--- src/rtl/sensor_conditioner.sv ---
`timescale 1ns/1ps
// Vehicle-sensor conditioner: two-flop sync, debounce FSM and stuck-on detection per road.
// Define SENSOR_LATCH_EN to hold demand until the light controller strobes clr_a/clr_b.
module sensor_channel #(
    parameter int DB_LEN    = 3,
    parameter int STUCK_LEN = 200
) (
    input  logic clk,
    input  logic reset,
    input  logic tick,
    input  logic raw,
    input  logic clr,
    output logic s,
    output logic fault
);
    typedef enum logic [1:0] {STABLE_LO, CHK_HI, STABLE_HI, CHK_LO} state_t;

    localparam logic [7:0]  DB_LIM    = 8'(DB_LEN);
    localparam logic [15:0] STUCK_LIM = 16'(STUCK_LEN);

    logic        sync_p0, sync_p1;
    state_t      state, state_nxt;
    logic [7:0]  db_cnt, db_cnt_nxt;
    logic [15:0] stuck_cnt, stuck_nxt;
    logic        deb, deb_nxt, fault_nxt, s_nxt;

    function automatic logic [15:0] sat_inc(input logic [15:0] v);
        return (v >= STUCK_LIM) ? STUCK_LIM : v + 16'd1;
    endfunction

    always_comb begin
        state_nxt  = state;
        db_cnt_nxt = db_cnt;
        if (tick) begin
            case (state)
                STABLE_LO: if (sync_p1) begin
                    if (DB_LIM == 8'd1) begin
                        state_nxt  = STABLE_HI;
                        db_cnt_nxt = 8'd0;
                    end else begin
                        state_nxt  = CHK_HI;
                        db_cnt_nxt = 8'd1;
                    end
                end
                CHK_HI: if (sync_p1) begin
                    if (db_cnt + 8'd1 >= DB_LIM) begin
                        state_nxt  = STABLE_HI;
                        db_cnt_nxt = 8'd0;
                    end else begin
                        db_cnt_nxt = db_cnt + 8'd1;
                    end
                end else begin
                    state_nxt  = STABLE_LO;
                    db_cnt_nxt = 8'd0;
                end
                STABLE_HI: if (!sync_p1) begin
                    if (DB_LIM == 8'd1) begin
                        state_nxt  = STABLE_LO;
                        db_cnt_nxt = 8'd0;
                    end else begin
                        state_nxt  = CHK_LO;
                        db_cnt_nxt = 8'd1;
                    end
                end
                CHK_LO: if (!sync_p1) begin
                    if (db_cnt + 8'd1 >= DB_LIM) begin
                        state_nxt  = STABLE_LO;
                        db_cnt_nxt = 8'd0;
                    end else begin
                        db_cnt_nxt = db_cnt + 8'd1;
                    end
                end else begin
                    state_nxt  = STABLE_HI;
                    db_cnt_nxt = 8'd0;
                end
                default: begin
                    state_nxt  = STABLE_LO;
                    db_cnt_nxt = 8'd0;
                end
            endcase
        end
    end

    assign deb     = (state == STABLE_HI) || (state == CHK_LO);
    assign deb_nxt = (state_nxt == STABLE_HI) || (state_nxt == CHK_LO);

    // Stuck count follows the level already debounced; fault is sticky until reset.
    assign stuck_nxt = !deb ? 16'd0 : (tick ? sat_inc(stuck_cnt) : stuck_cnt);
    assign fault_nxt = fault | (stuck_nxt == STUCK_LIM);

`ifdef SENSOR_LATCH_EN
    logic dem, dem_nxt;
    assign dem_nxt = (deb_nxt & ~deb) ? 1'b1 : (clr ? 1'b0 : dem);
    assign s_nxt   = dem_nxt | fault_nxt;
`else
    logic unused_clr;
    assign unused_clr = clr;
    assign s_nxt      = deb_nxt | fault_nxt;
`endif

    always_ff @(posedge clk or posedge reset) begin
        if (reset) begin
            sync_p0   <= 1'b0;
            sync_p1   <= 1'b0;
            state     <= STABLE_LO;
            db_cnt    <= 8'd0;
            stuck_cnt <= 16'd0;
            fault     <= 1'b0;
            s         <= 1'b0;
`ifdef SENSOR_LATCH_EN
            dem       <= 1'b0;
`endif
        end else begin
            sync_p0   <= raw;
            sync_p1   <= sync_p0;
            state     <= state_nxt;
            db_cnt    <= db_cnt_nxt;
            stuck_cnt <= stuck_nxt;
            fault     <= fault_nxt;
            s         <= s_nxt;
`ifdef SENSOR_LATCH_EN
            dem       <= dem_nxt;
`endif
        end
    end
endmodule

module sensor_conditioner #(
    parameter int DB_LEN    = 3,
    parameter int STUCK_LEN = 200
) (
    input  logic clk,
    input  logic reset,
    input  logic tick,
    input  logic raw_a,
    input  logic raw_b,
    input  logic clr_a,
    input  logic clr_b,
    output logic Sa,
    output logic Sb,
    output logic fault_a,
    output logic fault_b
);
    sensor_channel #(.DB_LEN(DB_LEN), .STUCK_LEN(STUCK_LEN)) u_chan_a (
        .clk(clk), .reset(reset), .tick(tick), .raw(raw_a), .clr(clr_a),
        .s(Sa), .fault(fault_a)
    );

    sensor_channel #(.DB_LEN(DB_LEN), .STUCK_LEN(STUCK_LEN)) u_chan_b (
        .clk(clk), .reset(reset), .tick(tick), .raw(raw_b), .clr(clr_b),
        .s(Sb), .fault(fault_b)
    );
endmodule

--- config.mk ---
export PLATFORM = sky130hd
export DESIGN_NAME = sensor_conditioner
export DESIGN_NICKNAME = d
export VERILOG_FILES = /design/src/rtl/sensor_conditioner.sv
export SDC_FILE = /design/constraint.sdc
export NUM_CORES = 1
export LEC_CHECK = 0
export BUFFER_PORTS_ARGS = -buffer_cell sky130_fd_sc_hd__buf_2
export CAP_MARGIN = 20
export CORE_MARGIN = 1.5
export CORE_UTILIZATION = 30
export DETAILED_ROUTE_END_ITERATION = 6
export GPL_ROUTABILITY_DRIVEN = 1
export HOLD_SLACK_MARGIN = 0.08
export PLACE_DENSITY = 0.53
export SYNTH_ARGS = -nofsm -noshare
export SYNTH_HDL_FRONTEND = slang
export SYNTH_SLANG_ARGS = --single-unit
--- constraint.sdc ---
create_clock -name clk -period 2.33 [get_ports clk]
set_input_delay 0.466 -clock clk [delete_from_list [all_inputs] [get_ports clk]]
set_output_delay 0.466 -clock clk [all_outputs]
set_load 0.005 [all_outputs]
==> flow_summary_export.csv <==
group,metric,value,unit
pwr,combPwrFrac,19.0,%
drt,drcViolationCount,0,
floorplanning,core,9860,µm²
floorplanning,initial_core_util,31.1,%
synthesis,synthArstFlopShare,100,%
cells_and_area,final_util,35.0,%
critical_path,crit_fanout,6,
critical_path,crit_path_start_kind,"register",
timing,max_clock_freq,0.472,GHz
pwr,cellPowerDensity,748,nW/µm²
synthesis,synth-main-ff-cell,"dfrtp_1",
critical_path,cp-end-kind,"register",
synthesis,synth-edff-count,0,
timing,relSlewSlack,59.3,%
outcome,status,"finished, final reports clean",
cells_and_area,layoutNonFillerInstCount,456,
clock_network,cts_buffers,9,
critical_path,arrival,2.34,ns
global_routing,grt_max_degree,26,
pwr,p_leak,1.53,nW
timing,clock_skew,0.00878,ns
pwr,switching_share,31.9,%
critical_path,critPathMaxStageDelay,0.54,ns
clock_network,cts-root-buf,"clkbuf_8",
flow_run,cap_violations,0,
timing,slew_violations,0,
synthesis,synth_area,3070,µm²
clock_network,clk-insertion-delay-late,0.33,ns
critical_path,path_class,"register to register",
critical_path,cp.required,2.55,ns
cells_and_area,n_fill_cell,1007,
clock_network,cts_sinks,60,
cells_and_area,area_growth,12.6,%
drt,routedWlPerCell,12.4,µm
place,io_buffer_count,8,
place,place_congestion,0.753,
drt,drtIter0Drc,91,
floorplanning,core.rowCount,36,
place,place_hpwl,3820,µm
global_routing,grt.overflow.total,0,
cells_and_area,antennaDiodeCount,0,
synthesis,postSynthAreaPerCell,10.2,µm²
synthesis,seq_area_frac_synth,49.0,%
global_routing,grt_use_total,11.4,%
drt,wl,5650,µm
place,dp_slack,0.210,ns
critical_path,crit_slowest_cell,"or4_4",
floorplanning,dieArea,10800,µm²
pwr,ir_worst_vdd,0.000270,V
global_routing,grt_pass1_wl,9920,µm
timing,rsz0062_at_grt,"no",
drt,vias,2203,
timing,hold_violations,0,
global_routing,grt_pass1_vias,2131,
synthesis,synth_cell_types,52,
cells_and_area,final_nets,333,
timing,setup_ws,0.213,ns
synthesis,ys_ff_latch,60,
clock_network,ctsResizeCount,0,
timing,finalSetupViolCount,0,
pwr,switchingPower,0.824,mW
timing,period_share,90.9,%
drt,viasPerCell,4.83,
place,placed_cells,440,
worst_hold_path,holdCritPathClass,"input pin to async pin",
critical_path,crit_chain,"ha_1 > xor2_1 > or4_4 > nand3_1 > mux2_2 > o21bai_2",
pwr,p_int,1.76,mW
clock_network,post-cts-setup-buffers,0,
floorplanning,die_x,104,µm
synthesis,syn_nets,316,
pwr,seqPwrFrac,49.9,%
drt,dr.pass1.iters,5,
clock_network,cts_max_level,3,
timing,finalSetupTns,0,ns
synthesis,ys.warnings.count,0,
drt,ant_nets,0,
floorplanning,io_pins,11,
clock_network,ctsHoldBuffers,0,
synthesis,synthCells,301,
cells_and_area,drive_gt1_share,13.9,%
clock_network,clkTransAtPathRegs,0.07,ns
timing,worst_pin_slew,0.604,ns
pwr,power_frac_clock,31.1,%
global_routing,antenna_found_initial,0,
clock_network,cts_tree,"built",
timing,fin_crit,2.12,ns
floorplanning,dieHeight,104,µm
clock_network,cts_buffer_depth,2,
==> cell families after synthesis <==
kind of cell	Yosys count	share of synthesized area (%)
adders and majority gates	8	3.26
and+or+nand+nor	131	24.6
AOI/OAI and AO/OA	50	10.9
muxes	7	2.37
DFF	60	49.0
xor gates and xnor gates	25	7.14
buffers and inverters	20	2.86
==> path summary, 6_finish.rpt <==
path | from | to | slack, ns | cells after the start
worst max-delay path | u_chan_b.db_cnt[0] | u_chan_b.s | 0.21 | 6
worst min-delay path | reset | u_chan_a.stuck_cnt[2] | 0.16 | 2
worst max register to register | u_chan_b.db_cnt[0] | u_chan_b.s | 0.21 | 6
worst min register to register | u_chan_a.sync_p0 | u_chan_a.sync_p1 | 0.36 | 0
max in group asynchronous | reset | u_chan_b.stuck_cnt[8] | 1.50 | 3
min in group clk | raw_a | u_chan_a.sync_p0 | 0.24 | 1
==> cell usage in the layout, fill, tap and decap left out, types with 5 or more instances in the layout <==
cell      netlist  routed
buf_4           0       8
nor4_1          7       7
o21ai_0         8       8
and3_1          8       8
nor2_1         36      36
nor3_1          7       7
dfrtp_1        60      60
mux2i_1         5       5
ha_1            8       8
nand4_1         5       5
buf_2           3       8
nand3_1         8       8
and2_1         14      14
nand2_1        21      21
xnor2_1        13      13
inv_1          10       9
xor2_1         12      12
a21oi_1         7       7
clkbuf_8        0      10
a31oi_1        12      12
==> cells in the mapped netlist, drive strengths merged, types with 7 or more instances <==
| cell type | instances | share of area [%] |
|---|---|---|
| nand3 | 10 | 2.4 |
| nor4 | 8 | 2.1 |
| xor2 | 12 | 3.4 |
| ha | 8 | 3.3 |
| nor3 | 9 | 1.8 |
| o21ai | 9 | 1.5 |
| a31oi | 12 | 2.4 |
| and2 | 14 | 2.9 |
| and3 | 8 | 1.6 |
| dfrtp | 60 | 49 |
| nor2 | 36 | 4.4 |
| xnor2 | 13 | 3.7 |
| nand2 | 21 | 2.6 |
| inv | 10 | 1.2 |
| a21oi | 7 | 1.1 |
==> worst max-delay path: cells and delay by family (launching register included) <==
kind	cells	cell delay (ns)
muxes	1	0.34
adders and majority gates	1	0.26
and+or+nand+nor	2	0.65
DFF	1	0.43
AOI/OAI and AO/OA	1	0.18
xor gates and xnor gates	1	0.15
==> layout make-up <==
| type | count | area [µm²] | share of cell area [%] |
|---|---|---|---|
| clock buffer | 11 | 141 | 4.10 |
| clock inverter | 5 | 27.5 | 0.797 |
| inverter | 10 | 37.5 | 1.09 |
| multi-input combinational | 221 | 1480 | 42.8 |
| sequential | 60 | 1500 | 43.5 |
| tap | 133 | 166 | 4.82 |
| timing repair buffer | 16 | 100 | 2.90 |
==> metal layers <==
metal	part of all wire, %	track usage, %	up-vias
met2	44	17.3	36
met3	3.6	4.20	4
met4	1.1	3.57	0
met1	51	15.0	1065
li1	-	-	1098
met5	0	0	-
==> power by group through the flow <==
| stage | clock network, mW | registers [mW] | logic (mW) |
|---|---|---|---|
| after detailed placement | 0 | 1.31 | 0.499 |
| after global routing | 0.894 | 1.31 | 0.559 |
| final | 0.804 | 1.29 | 0.490 |
| after global placement | 0 | 1.30 | 0.495 |
| after CTS | 0.848 | 1.29 | 0.504 |
| after floorplan | 0 | 1.24 | 0.435 |
==> metrics by stage <==
stage                     power [mW]  hold slack, ns  cell area [µm²]
after floorplan                 1.68           0.331             3070
after global placement          1.80           0.342             3280
after detailed placement        1.80           0.350             3280
after CTS                       2.64           0.167             3450
after global routing            2.76           0.197             3450
final                           2.58           0.162             3450
==> registers in the layout (all words and copies together) (netlist names) <==
| register | flops |
|---|---|
| u_chan_a.stuck_cnt | 16 |
| u_chan_b.stuck_cnt | 16 |
| u_chan_a.db_cnt | 8 |
| u_chan_b.db_cnt | 8 |
| u_chan_a.state | 2 |
| u_chan_b.state | 2 |
| u_chan_a.fault | 1 |
| u_chan_a.s | 1 |
| u_chan_a.sync_p0 | 1 |
| u_chan_a.sync_p1 | 1 |
| u_chan_b.fault | 1 |
| u_chan_b.s | 1 |
| u_chan_b.sync_p0 | 1 |
| u_chan_b.sync_p1 | 1 |
No activity file was read; power rests on OpenSTA's default activity.
